==> config.mk <==
export PLATFORM = sky130hd
export DESIGN_NAME = blit_mem_resp_flat
export DESIGN_NICKNAME = d
export VERILOG_FILES = /design/src/rtl/blit_mem_pkg.sv /design/src/rtl/blit_mem_resp_if.sv /design/src/rtl/blit_lane_align.sv /design/src/rtl/blit_mem_resp.sv /design/src/flat_wrapper.sv
export SDC_FILE = /design/constraint.sdc
export NUM_CORES = 1
export LEC_CHECK = 0
export CORE_ASPECT_RATIO = 1.75
export CORE_MARGIN = 4
export CORE_UTILIZATION = 48
export CTS_BUF_LIST = sky130_fd_sc_hd__clkbuf_8 sky130_fd_sc_hd__clkbuf_16
export DETAILED_ROUTE_END_ITERATION = 12
export PLACE_DENSITY = 0.81
export SLEW_MARGIN = 10
export SYNTH_ARGS = -nofsm -noshare
export SYNTH_HDL_FRONTEND = slang
export SYNTH_SLANG_ARGS = --single-unit
==> constraint.sdc <==
create_clock -name i_sys_clk -period 4.8 [get_ports i_sys_clk]
set_input_delay 0.72 -clock i_sys_clk [delete_from_list [all_inputs] [get_ports i_sys_clk]]
set_output_delay 0.72 -clock i_sys_clk [all_outputs]
set_load 0.1 [all_outputs]
==> src/rtl/blit_mem_pkg.sv <==
// rtl/blit_mem_pkg.sv - shared types and byte-lane helpers for the blitter memory responder
package blit_mem_pkg;

   typedef enum logic [2:0] {
      S_IDLE,
      S_GRANT,
      S_OTHER,
      S_WR,
      S_RDREQ,
      S_RDWAIT,
      S_ACK
   } state_t;

   localparam logic [3:0] WIDTH_PHRASE = 4'd0;

   // Lanes start..start+n-1 within one phrase; lanes beyond 7 fall off the end.
   function automatic logic [7:0] be_mask(input logic [2:0] start, input logic [3:0] count);
      logic [3:0] n;
      logic [7:0] m;
      n = (count == WIDTH_PHRASE) ? 4'd8 : count;
      m = '0;
      for (int i = 0; i < 8; i++) begin
         if ((4'(i) >= {1'b0, start}) && (5'(i) < ({2'b00, start} + {1'b0, n})))
            m[i] = 1'b1;
      end
      return m;
   endfunction

endpackage

==> src/rtl/blit_mem_resp_if.sv <==
// rtl/blit_mem_resp_if.sv - blitter bus, arbitration and backend memory signals
interface blit_mem_resp_if #(
   parameter int ADDR_W = 24
);
   logic [1:0]        blit_breq;
   logic              blit_back;
   logic              other_breq;
   logic              other_back;
   logic [ADDR_W-1:0] blit_addr;
   logic              mreq;
   logic              read;
   logic [3:0]        width;
   logic              justify;
   logic [63:0]       wdata;
   logic              ack;
   logic [63:0]       data;
   logic              mem_req;
   logic              mem_we;
   logic [ADDR_W-4:0] mem_addr;
   logic [7:0]        mem_be;
   logic [63:0]       mem_wdata;
   logic              mem_ready;
   logic              mem_rvalid;
   logic [63:0]       mem_rdata;

   modport slave (
      input  blit_breq, other_breq, blit_addr, mreq, read, width, justify, wdata,
             mem_ready, mem_rvalid, mem_rdata,
      output blit_back, other_back, ack, data, mem_req, mem_we, mem_addr, mem_be, mem_wdata
   );

   modport master (
      output blit_breq, other_breq, blit_addr, mreq, read, width, justify, wdata,
             mem_ready, mem_rvalid, mem_rdata,
      input  blit_back, other_back, ack, data, mem_req, mem_we, mem_addr, mem_be, mem_wdata
   );
endinterface

==> src/rtl/blit_lane_align.sv <==
// rtl/blit_lane_align.sv - byte enables and justify shifters for write and read paths
module blit_lane_align
   import blit_mem_pkg::*;
(
   input  logic [2:0]  i_start,
   input  logic [3:0]  i_width,
   input  logic        i_justify,
   input  logic [63:0] i_wdata,
   input  logic [63:0] i_rdata,
   output logic [7:0]  o_be,
   output logic [63:0] o_wdata,
   output logic [63:0] o_rdata
);
   logic [5:0]  w_shift;
   logic [7:0]  w_keep;
   logic [63:0] w_keep_bits;

   always_comb begin
      w_shift = {i_start, 3'b000};
      o_be    = be_mask(i_start, i_width);
      w_keep  = be_mask(3'd0, i_width);
      for (int i = 0; i < 8; i++)
         w_keep_bits[8*i +: 8] = {8{w_keep[i]}};
      o_wdata = i_justify ? (i_wdata << w_shift) : i_wdata;
      // Justified reads return only the requested bytes, packed at bit 0.
      o_rdata = i_justify ? ((i_rdata >> w_shift) & w_keep_bits) : i_rdata;
   end
endmodule

==> src/rtl/blit_mem_resp.sv <==
// rtl/blit_mem_resp.sv - blitter bus arbiter and responder onto a phrase-wide memory port
module blit_mem_resp
   import blit_mem_pkg::*;
#(
   parameter int HOLD_MAX = 16,
   parameter int ADDR_W   = 24
) (
   input  logic             i_sys_clk,
   input  logic             i_xreset_n,
   blit_mem_resp_if.slave   bus
);
   localparam int HW = $clog2(HOLD_MAX + 1);

   state_t            r_state;
   logic [HW-1:0]     r_hold;
   logic              r_blit_back;
   logic              r_other_back;
   logic              r_ack;
   logic [63:0]       r_data;
   logic              r_mem_req;
   logic              r_mem_we;
   logic [ADDR_W-4:0] r_mem_addr;
   logic [7:0]        r_mem_be;
   logic [63:0]       r_mem_wdata;
   logic [2:0]        r_start;
   logic [3:0]        r_width;
   logic              r_justify;

   logic              w_blit_wins;
   logic              w_count;
   logic              w_expire;
   logic              w_in_grant;
   logic [2:0]        w_start;
   logic [3:0]        w_width;
   logic              w_justify;
   logic [7:0]        w_be;
   logic [63:0]       w_wdata;
   logic [63:0]       w_rdata;

   assign w_blit_wins = bus.blit_breq[1] | (bus.blit_breq[0] & ~bus.other_breq);
   assign w_count     = r_blit_back & bus.other_breq & ~bus.blit_breq[1];
   // Expire on the cycle that brings the count to HOLD_MAX, so exactly HOLD_MAX cycles are held.
   assign w_expire    = (r_hold == HW'(HOLD_MAX)) || (w_count && (r_hold == HW'(HOLD_MAX - 1)));

   assign w_in_grant = (r_state == S_GRANT);
   assign w_start    = w_in_grant ? bus.blit_addr[2:0] : r_start;
   assign w_width    = w_in_grant ? bus.width          : r_width;
   assign w_justify  = w_in_grant ? bus.justify        : r_justify;

   blit_lane_align u_align (
      .i_start   (w_start),
      .i_width   (w_width),
      .i_justify (w_justify),
      .i_wdata   (bus.wdata),
      .i_rdata   (bus.mem_rdata),
      .o_be      (w_be),
      .o_wdata   (w_wdata),
      .o_rdata   (w_rdata)
   );

   always_ff @(posedge i_sys_clk or negedge i_xreset_n) begin
      if (!i_xreset_n) begin
         r_state      <= S_IDLE;
         r_hold       <= '0;
         r_blit_back  <= 1'b0;
         r_other_back <= 1'b0;
         r_ack        <= 1'b0;
         r_data       <= '0;
         r_mem_req    <= 1'b0;
         r_mem_we     <= 1'b0;
         r_mem_addr   <= '0;
         r_mem_be     <= '0;
         r_mem_wdata  <= '0;
         r_start      <= '0;
         r_width      <= '0;
         r_justify    <= 1'b0;
      end else begin
         if (r_state == S_IDLE && w_blit_wins)
            r_hold <= '0;
         else if (w_count && r_hold != HW'(HOLD_MAX))
            r_hold <= r_hold + HW'(1);

         case (r_state)
            S_IDLE: begin
               if (w_blit_wins) begin
                  r_state     <= S_GRANT;
                  r_blit_back <= 1'b1;
               end else if (bus.other_breq) begin
                  r_state      <= S_OTHER;
                  r_other_back <= 1'b1;
               end
            end
            S_OTHER: begin
               if (!bus.other_breq) begin
                  r_state      <= S_IDLE;
                  r_other_back <= 1'b0;
               end
            end
            S_GRANT: begin
               if (bus.mreq) begin
                  r_start     <= bus.blit_addr[2:0];
                  r_width     <= bus.width;
                  r_justify   <= bus.justify;
                  r_mem_req   <= 1'b1;
                  r_mem_we    <= ~bus.read;
                  r_mem_addr  <= bus.blit_addr[ADDR_W-1:3];
                  r_mem_be    <= w_be;
                  r_mem_wdata <= w_wdata;
                  r_state     <= bus.read ? S_RDREQ : S_WR;
               end else if (bus.blit_breq == 2'b00 || w_expire) begin
                  r_state     <= S_IDLE;
                  r_blit_back <= 1'b0;
               end
            end
            S_WR: begin
               if (bus.mem_ready) begin
                  r_mem_req <= 1'b0;
                  r_mem_we  <= 1'b0;
                  r_ack     <= 1'b1;
                  r_state   <= S_ACK;
               end
            end
            S_RDREQ: begin
               if (bus.mem_ready) begin
                  r_mem_req <= 1'b0;
                  r_state   <= S_RDWAIT;
               end
            end
            S_RDWAIT: begin
               if (bus.mem_rvalid) begin
                  r_data  <= w_rdata;
                  r_ack   <= 1'b1;
                  r_state <= S_ACK;
               end
            end
            S_ACK: begin
               r_ack   <= 1'b0;
               r_state <= S_GRANT;
            end
            default: r_state <= S_IDLE;
         endcase
      end
   end

   assign bus.blit_back  = r_blit_back;
   assign bus.other_back = r_other_back;
   assign bus.ack        = r_ack;
   assign bus.data       = r_data;
   assign bus.mem_req    = r_mem_req;
   assign bus.mem_we     = r_mem_we;
   assign bus.mem_addr   = r_mem_addr;
   assign bus.mem_be     = r_mem_be;
   assign bus.mem_wdata  = r_mem_wdata;
endmodule

==> src/flat_wrapper.sv <==
// flat-port wrapper written by rule: the top's interface ports become plain ports
module blit_mem_resp_flat import blit_mem_pkg::*;
#(
   parameter int HOLD_MAX = 16,
   parameter int ADDR_W   = 24
)
  (i_sys_clk, i_xreset_n, bus_blit_breq, bus_other_breq, bus_blit_addr, bus_mreq, bus_read, bus_width, bus_justify, bus_wdata, bus_mem_ready, bus_mem_rvalid, bus_mem_rdata, bus_blit_back, bus_other_back, bus_ack, bus_data, bus_mem_req, bus_mem_we, bus_mem_addr, bus_mem_be, bus_mem_wdata);
  blit_mem_resp_if #(.ADDR_W(ADDR_W)) bus_i ();
  input  logic i_sys_clk;
  input  logic i_xreset_n;
  input wire logic [$bits(bus_i.blit_breq)-1:0] bus_blit_breq;
  input wire logic [$bits(bus_i.other_breq)-1:0] bus_other_breq;
  input wire logic [$bits(bus_i.blit_addr)-1:0] bus_blit_addr;
  input wire logic [$bits(bus_i.mreq)-1:0] bus_mreq;
  input wire logic [$bits(bus_i.read)-1:0] bus_read;
  input wire logic [$bits(bus_i.width)-1:0] bus_width;
  input wire logic [$bits(bus_i.justify)-1:0] bus_justify;
  input wire logic [$bits(bus_i.wdata)-1:0] bus_wdata;
  input wire logic [$bits(bus_i.mem_ready)-1:0] bus_mem_ready;
  input wire logic [$bits(bus_i.mem_rvalid)-1:0] bus_mem_rvalid;
  input wire logic [$bits(bus_i.mem_rdata)-1:0] bus_mem_rdata;
  output wire logic [$bits(bus_i.blit_back)-1:0] bus_blit_back;
  output wire logic [$bits(bus_i.other_back)-1:0] bus_other_back;
  output wire logic [$bits(bus_i.ack)-1:0] bus_ack;
  output wire logic [$bits(bus_i.data)-1:0] bus_data;
  output wire logic [$bits(bus_i.mem_req)-1:0] bus_mem_req;
  output wire logic [$bits(bus_i.mem_we)-1:0] bus_mem_we;
  output wire logic [$bits(bus_i.mem_addr)-1:0] bus_mem_addr;
  output wire logic [$bits(bus_i.mem_be)-1:0] bus_mem_be;
  output wire logic [$bits(bus_i.mem_wdata)-1:0] bus_mem_wdata;
  assign bus_i.blit_breq = bus_blit_breq;
  assign bus_i.other_breq = bus_other_breq;
  assign bus_i.blit_addr = bus_blit_addr;
  assign bus_i.mreq = bus_mreq;
  assign bus_i.read = bus_read;
  assign bus_i.width = bus_width;
  assign bus_i.justify = bus_justify;
  assign bus_i.wdata = bus_wdata;
  assign bus_i.mem_ready = bus_mem_ready;
  assign bus_i.mem_rvalid = bus_mem_rvalid;
  assign bus_i.mem_rdata = bus_mem_rdata;
  assign bus_blit_back = bus_i.blit_back;
  assign bus_other_back = bus_i.other_back;
  assign bus_ack = bus_i.ack;
  assign bus_data = bus_i.data;
  assign bus_mem_req = bus_i.mem_req;
  assign bus_mem_we = bus_i.mem_we;
  assign bus_mem_addr = bus_i.mem_addr;
  assign bus_mem_be = bus_i.mem_be;
  assign bus_mem_wdata = bus_i.mem_wdata;
  blit_mem_resp #(.HOLD_MAX(HOLD_MAX), .ADDR_W(ADDR_W)) u_core (.i_sys_clk(i_sys_clk), .i_xreset_n(i_xreset_n), .bus(bus_i));
endmodule
# After elaboration in Yosys (flattened, before gate mapping)
# Index checks and enable logic that the tools add are counted.
# classes
n_addsub	2
magnitude_cmp	23
n_eq_ne	22
shift	2
n_mux	50
bitwise	8
n_reduce_logical	30
# ops
op	count
$mux W64	2
$and A64 B64 Y64	1
$shl A64 B6 Y64	1
$shr A64 B6 Y64	1
$mux W3	10
$mux W1	28
$pmux W3 S7	1
$lt A3 B5 Y1 const A	4
$ne A2 B2 Y1 const B	9
$lt A3 B4 Y1 const A	4
$logic_and A1 B1 Y1	10
$lt A1 B5 Y1 const A	2
$lt A2 B5 Y1 const A	2
$mux W5	2
$reduce_bool A2 Y1	5
$eq A3 B3 Y1 const B	3
$ge A3 B3 Y1 const A	3
$reduce_and A3 Y1	3
$lt A1 B4 Y1 const A	2
$lt A2 B4 Y1 const A	2
$mux W4	2
$pmux W1 S2	4
$reduce_and A4 Y1	2
$eq A3 B2 Y1 const B	2
other kinds (23)	32
# totals
ff_bits	178
in_bits	166
out_inout_bits	162
word_cells	151

# Depth between registers and ports, before layout
# depth
word_depth	8
depth_mapped	14
depth_no_buf	11

# Cells and area by module
# A second synthesis with hierarchy kept.
# unflattened
cells_unflattened	1132
area_unflattened_um2	12233.0
# modules_own_cells
mod	instances	cells_each	area_each_um2	seq_area_each_um2
blit_mem_resp	1	449	7364.6	4454.3
blit_lane_align	1	683	4868.4	0.0

# Least setup slack after synthesis
# No wires, ideal clock.
# synth_timing
path_kind	input -> register
startpoint	in bus_blit_addr[0]
endpoint	reg u_core.r_mem_be[2], in the netlist u_core.bus.mem_be[2]
setup_ns	0.123
arrival_time_ns	3.400
required_time_ns	4.677
path_slack_ns	1.277
stages	13
path_buffers	2
cell_sequence	nor4bb_1 > a21oi_4 > inv_2 > buf_2 > clkbuf_1 > ha_1 > inv_1 > fa_1 > nor2b_1 > a21oi_1 > nor3_1 > o21ai_0 > a32o_1
# synth_via
elab_chain_len	5
word_cells_on_any_way	6
classes_between	add/sub (1); order compare (2); mux (2); reduce/logical (1)
# synth_rtl
item	line_no	text
start: declaration	flat_wrapper.sv:13	input wire logic [$bits(bus_i.blit_addr)-1:0] bus_blit_addr;
$mux W3 *	blit_mem_resp.sv:46	assign w_start = w_in_grant ? bus.blit_addr[2:0] : r_start;
$add A3 B4 Y5	blit_mem_pkg.sv:23	if ((4'(i) >= {1'b0, start}) && (5'(i) < ({2'b00, start} + {1'b0, n})))
$lt A2 B5 Y1	blit_mem_pkg.sv:23	
$logic_and A1 B1 Y1 *	blit_mem_pkg.sv:23	
$mux W1 *	blit_mem_pkg.sv:23	
end signal: assignment	blit_mem_resp.sv:107	r_mem_be <= w_be;
end: declaration	blit_mem_resp.sv:23	logic [7:0] r_mem_be;
# Mark *: on every way between the ends. The rest lies on a longest branch, timed or not.
# A chain may end at the register's enable or synchronous reset.

# Worst setup path in the final report
# layout_timing
startpoint	reg u_core.r_state[2]
endpoint	reg u_core.r_mem_be[2], in the netlist u_core.bus.mem_be[2]
# layout_via
elab_chain_len	8
word_cells_on_any_way	11
classes_between	add/sub (1); order compare (2); eq/ne (1); mux (4); reduce/logical (3)
# layout_rtl
item	line_no	text
start: declaration	blit_mem_resp.sv:14	state_t r_state;
start signal: assignment	blit_mem_resp.sv:109	r_state <= bus.read ? S_RDREQ : S_WR;
$eq A3 B1 Y1 *	blit_mem_resp.sv:45, blit_mem_resp.sv:83	
$mux W4	blit_mem_resp.sv:47	assign w_width = w_in_grant ? bus.width : r_width;
$logic_not A4 Y1	blit_mem_pkg.sv:20	n = (count == WIDTH_PHRASE) ? 4'd8 : count;
$mux W4	blit_mem_pkg.sv:20	
$add A3 B4 Y5	blit_mem_pkg.sv:23	
$lt A2 B5 Y1	blit_mem_pkg.sv:23	
$logic_and A1 B1 Y1	blit_mem_pkg.sv:23	
$mux W1	blit_mem_pkg.sv:23	
# Marked as above.

==> results.toml <==
[outcome]
status = "finished, final reports clean"

[synthesis]
synth_warnings = 0
synthesis.instances = 1322
synth_ff_type = "dfrtp_1"
synth-seq-area-share = 0.408
synthesis.area_um2 = 10900
ys_async_sr_fraction = 1.00
yosysUniqueCellTypes = 60
syn_nets = 1495
register_bit_total_from_synthesis = 178
synth_enable_flop_cells = 0
post_synth.cell_area_avg_um2 = 8.25

[die]
std_cell_rows = 72
die_area_um2 = 25300
die-width_um = 122
boundaryPins = 328
initial_utilization = 0.490
die-height_um = 207
core-area_um2 = 22300

[cells_and_area]
final_layout_size_suffix_gt1_frac = 0.0506
fillers = 1939
register_area_um2 = 4450
multi_input_gate_area_um2 = 6020
num-nets-final = 1762
areaGrowthSynthToFinish_pct = 37.0
mostFrequentLayoutCells = "326 x clkdlybuf4s50_1, 226 x nand2_1, 178 x dfrtp_1"
mostFrequentLayoutCell = "clkdlybuf4s50_1"

[clocking]
numCtsBuffers = 17
htree_levels = 4
clock-sinks = 178
cts.path.max_buffers = 2
cts_post_setup_buffers_inserted = 0
cts_hold_buffers_added = 0
worstSkewPairLatency_ps = 450
cts.clk_slew.worst_paths_ps = 70
cts_repair_resize_count = 0
tritoncts = "built"
ctsRootBufferMaster = "clkbuf_16"

[worst_setup_path]
worst-setup-path-type = "reg -> reg"
rr_endpoint = "u_core.bus.mem_be[2]"
launching_element_type_of_the_critical_path = "flip-flop"
cp_slowest_stage_delay_ps = 740
worstPathRequired_ps = 5130
worst_r2r_path_depth = 9
cpMaxStageDelayCell = "mux2_2"
worst_setup_path_end_kind = "flip-flop"
path_cells = "or3b_1 -> mux2_2 -> inv_1 -> fa_1 -> nor2b_1 -> a21oi_1 -> nor3_1 -> o21ai_0 -> a32o_1"
worst-r2r-setup-slack_ps = 870
cp_data_arrival_time_ps = 4260
worst-path-max-fanout = 23
timing.rr.start = "u_core.r_state[2]"

[routing]
detailroute.via_count = 12200
drc = 0
sum_of_routed_wire_length_over_all_layers_um = 45600
detailedRoute.firstPassIterationCount = 6
ant_nets = 0
wl_per_cell_um = 24.0
drt_iter0_markers = 1432
route.detailed.vias_per_inst = 6.44

[global_routing]
grt_util_all_layers = 0.354
antenna_found_initial = 2
first_global_vias = 12600
grt_overflow_total = 0
grt_max_degree = 110
grt_pass1_wl_um = 69500

[sta]
timing.setup.tns_ps = 0
max_slew_margin = 0.143
final_critical_path_share_of_the_clock_period = 0.818
skew_ps = 9.25
finalCriticalPeriod_ps = 3930
number_of_endpoints_failing_setup_at_the_final_stage = 0
unrepaired_setup_endpoints_after_global_routing = "false"
timing_worst_slew_pin_value_ps = 1280
drv_slew = 0
fmax_mhz = 255
timing.final.hold_violations = 0

[place]
hpwlAfterDp_um = 32200
place.gp.congestion = 0.995
portBuffers = 327

[run]
maxCapViolCount = 0

[worst_hold_path]
min-delay-path-class = "in -> async"
flip-flops by register name, summed over array words and instances, names as in the netlist, 3 cells and up:
signal	count
u_core.r_state	3
u_core.bus.mem_wdata	64
u_core.r_width	4
u_core.bus.data	64
u_core.r_start	3
u_core.r_hold	5
u_core.bus.mem_addr	21
u_core.bus.mem_be	8
layout make-up:
type,instances,share of cell area
multi-input combinational,1024,0.403
sequential,178,0.298
timing repair buffer,354,0.234
clock buffer,18,0.0294
tap,296,0.0248
clock inverter,14,0.00712
inverter,14,0.00368
antenna,2,0.000335
cells in the mapped netlist, types with 6 or more instances:
| cell type | instances | area, µm² |
|---|---|---|
| o211ai_1 | 7 | 52.6 |
| nand3_1 | 27 | 135 |
| or3_1 | 9 | 56.3 |
| clkbuf_1 | 79 | 297 |
| o22ai_1 | 59 | 369 |
| a31oi_1 | 16 | 100 |
| a32oi_1 | 8 | 70.1 |
| o21ai_1 | 22 | 110 |
| nand2_1 | 227 | 852 |
| and3_1 | 18 | 113 |
| o21ai_0 | 83 | 415 |
| nor2b_1 | 7 | 43.8 |
| mux2i_1 | 116 | 1160 |
| dfrtp_1 | 178 | 4450 |
| buf_2 | 20 | 100 |
| nor3_1 | 19 | 95.1 |
| nor2_1 | 165 | 619 |
| a21oi_1 | 93 | 465 |
| a22o_1 | 9 | 78.8 |
| inv_1 | 12 | 45.0 |
| a211oi_1 | 12 | 90.1 |
| ha_1 | 6 | 75.1 |
| o22a_1 | 9 | 78.8 |
| a221oi_1 | 52 | 455 |
logic make-up (layout without fill, tap and decap cells):
family                   Yosys count  in the layout  synth area share
multiplexers                     121            121             0.112
AND/OR/NAND/NOR                  493            493             0.189
AO/OA/AOI/OAI                    398            398             0.233
buffers and inverters            120            400            0.0443
adder cells (fa/ha/maj)            7              7           0.00872
XOR/XNOR                           5              5           0.00402
other                              0              2                 0
flip-flops                       178            178             0.408
worst max-delay path, delay by kind of cell (launching register included):
kind                     cells  cell delay (ps)
adder cells (fa/ha/maj)      1              480
flip-flops                   1              590
AND/OR/NAND/NOR              3             1250
AO/OA/AOI/OAI                3              540
buffers and inverters        1              200
multiplexers                 1              740
routing by layer:
layer  routed length [µm]  GRT usage
met3                 4160     0.0766
met5                    0          0
met2                21600      0.572
met4                 4630      0.303
met1                15200      0.388
metrics by stage:
| step | worst slack, ps | area, µm² | utilization | hold WS (ps) | cells |
|---|---|---|---|---|---|
| 2_1_floorplan | 1280 | 10900 | - | 424 | 1322 |
| 6_report | 873 | 14900 | 0.672 | 354 | 1900 |
| 5_1_grt | 699 | 14900 | 0.671 | 432 | 1899 |
| 3_3_place_gp | 1030 | 14400 | 0.647 | 452 | 1866 |
| 4_1_cts | 966 | 14900 | 0.671 | 421 | 1898 |
| 3_5_place_dp | 963 | 14400 | 0.647 | 460 | 1866 |
how the worst max path moves through the flow:
stage	from	end	slack [ps]
6_report	u_core.r_state[2]	u_core.bus.mem_be[2]	870
5_1_grt	u_core.r_state[2]	u_core.bus.mem_be[2]	700
4_1_cts	u_core.r_state[2]	u_core.bus.mem_be[2]	970
3_5_place_dp	bus_blit_addr[0]	u_core.bus.mem_be[2]	960
3_3_place_gp	bus_blit_addr[0]	u_core.bus.mem_be[2]	1030
2_1_floorplan	bus_blit_addr[0]	u_core.bus.mem_be[2]	1280
Power is not shown: default switching activity piles up to over one toggle a cycle in this logic, so the estimate is an artifact.
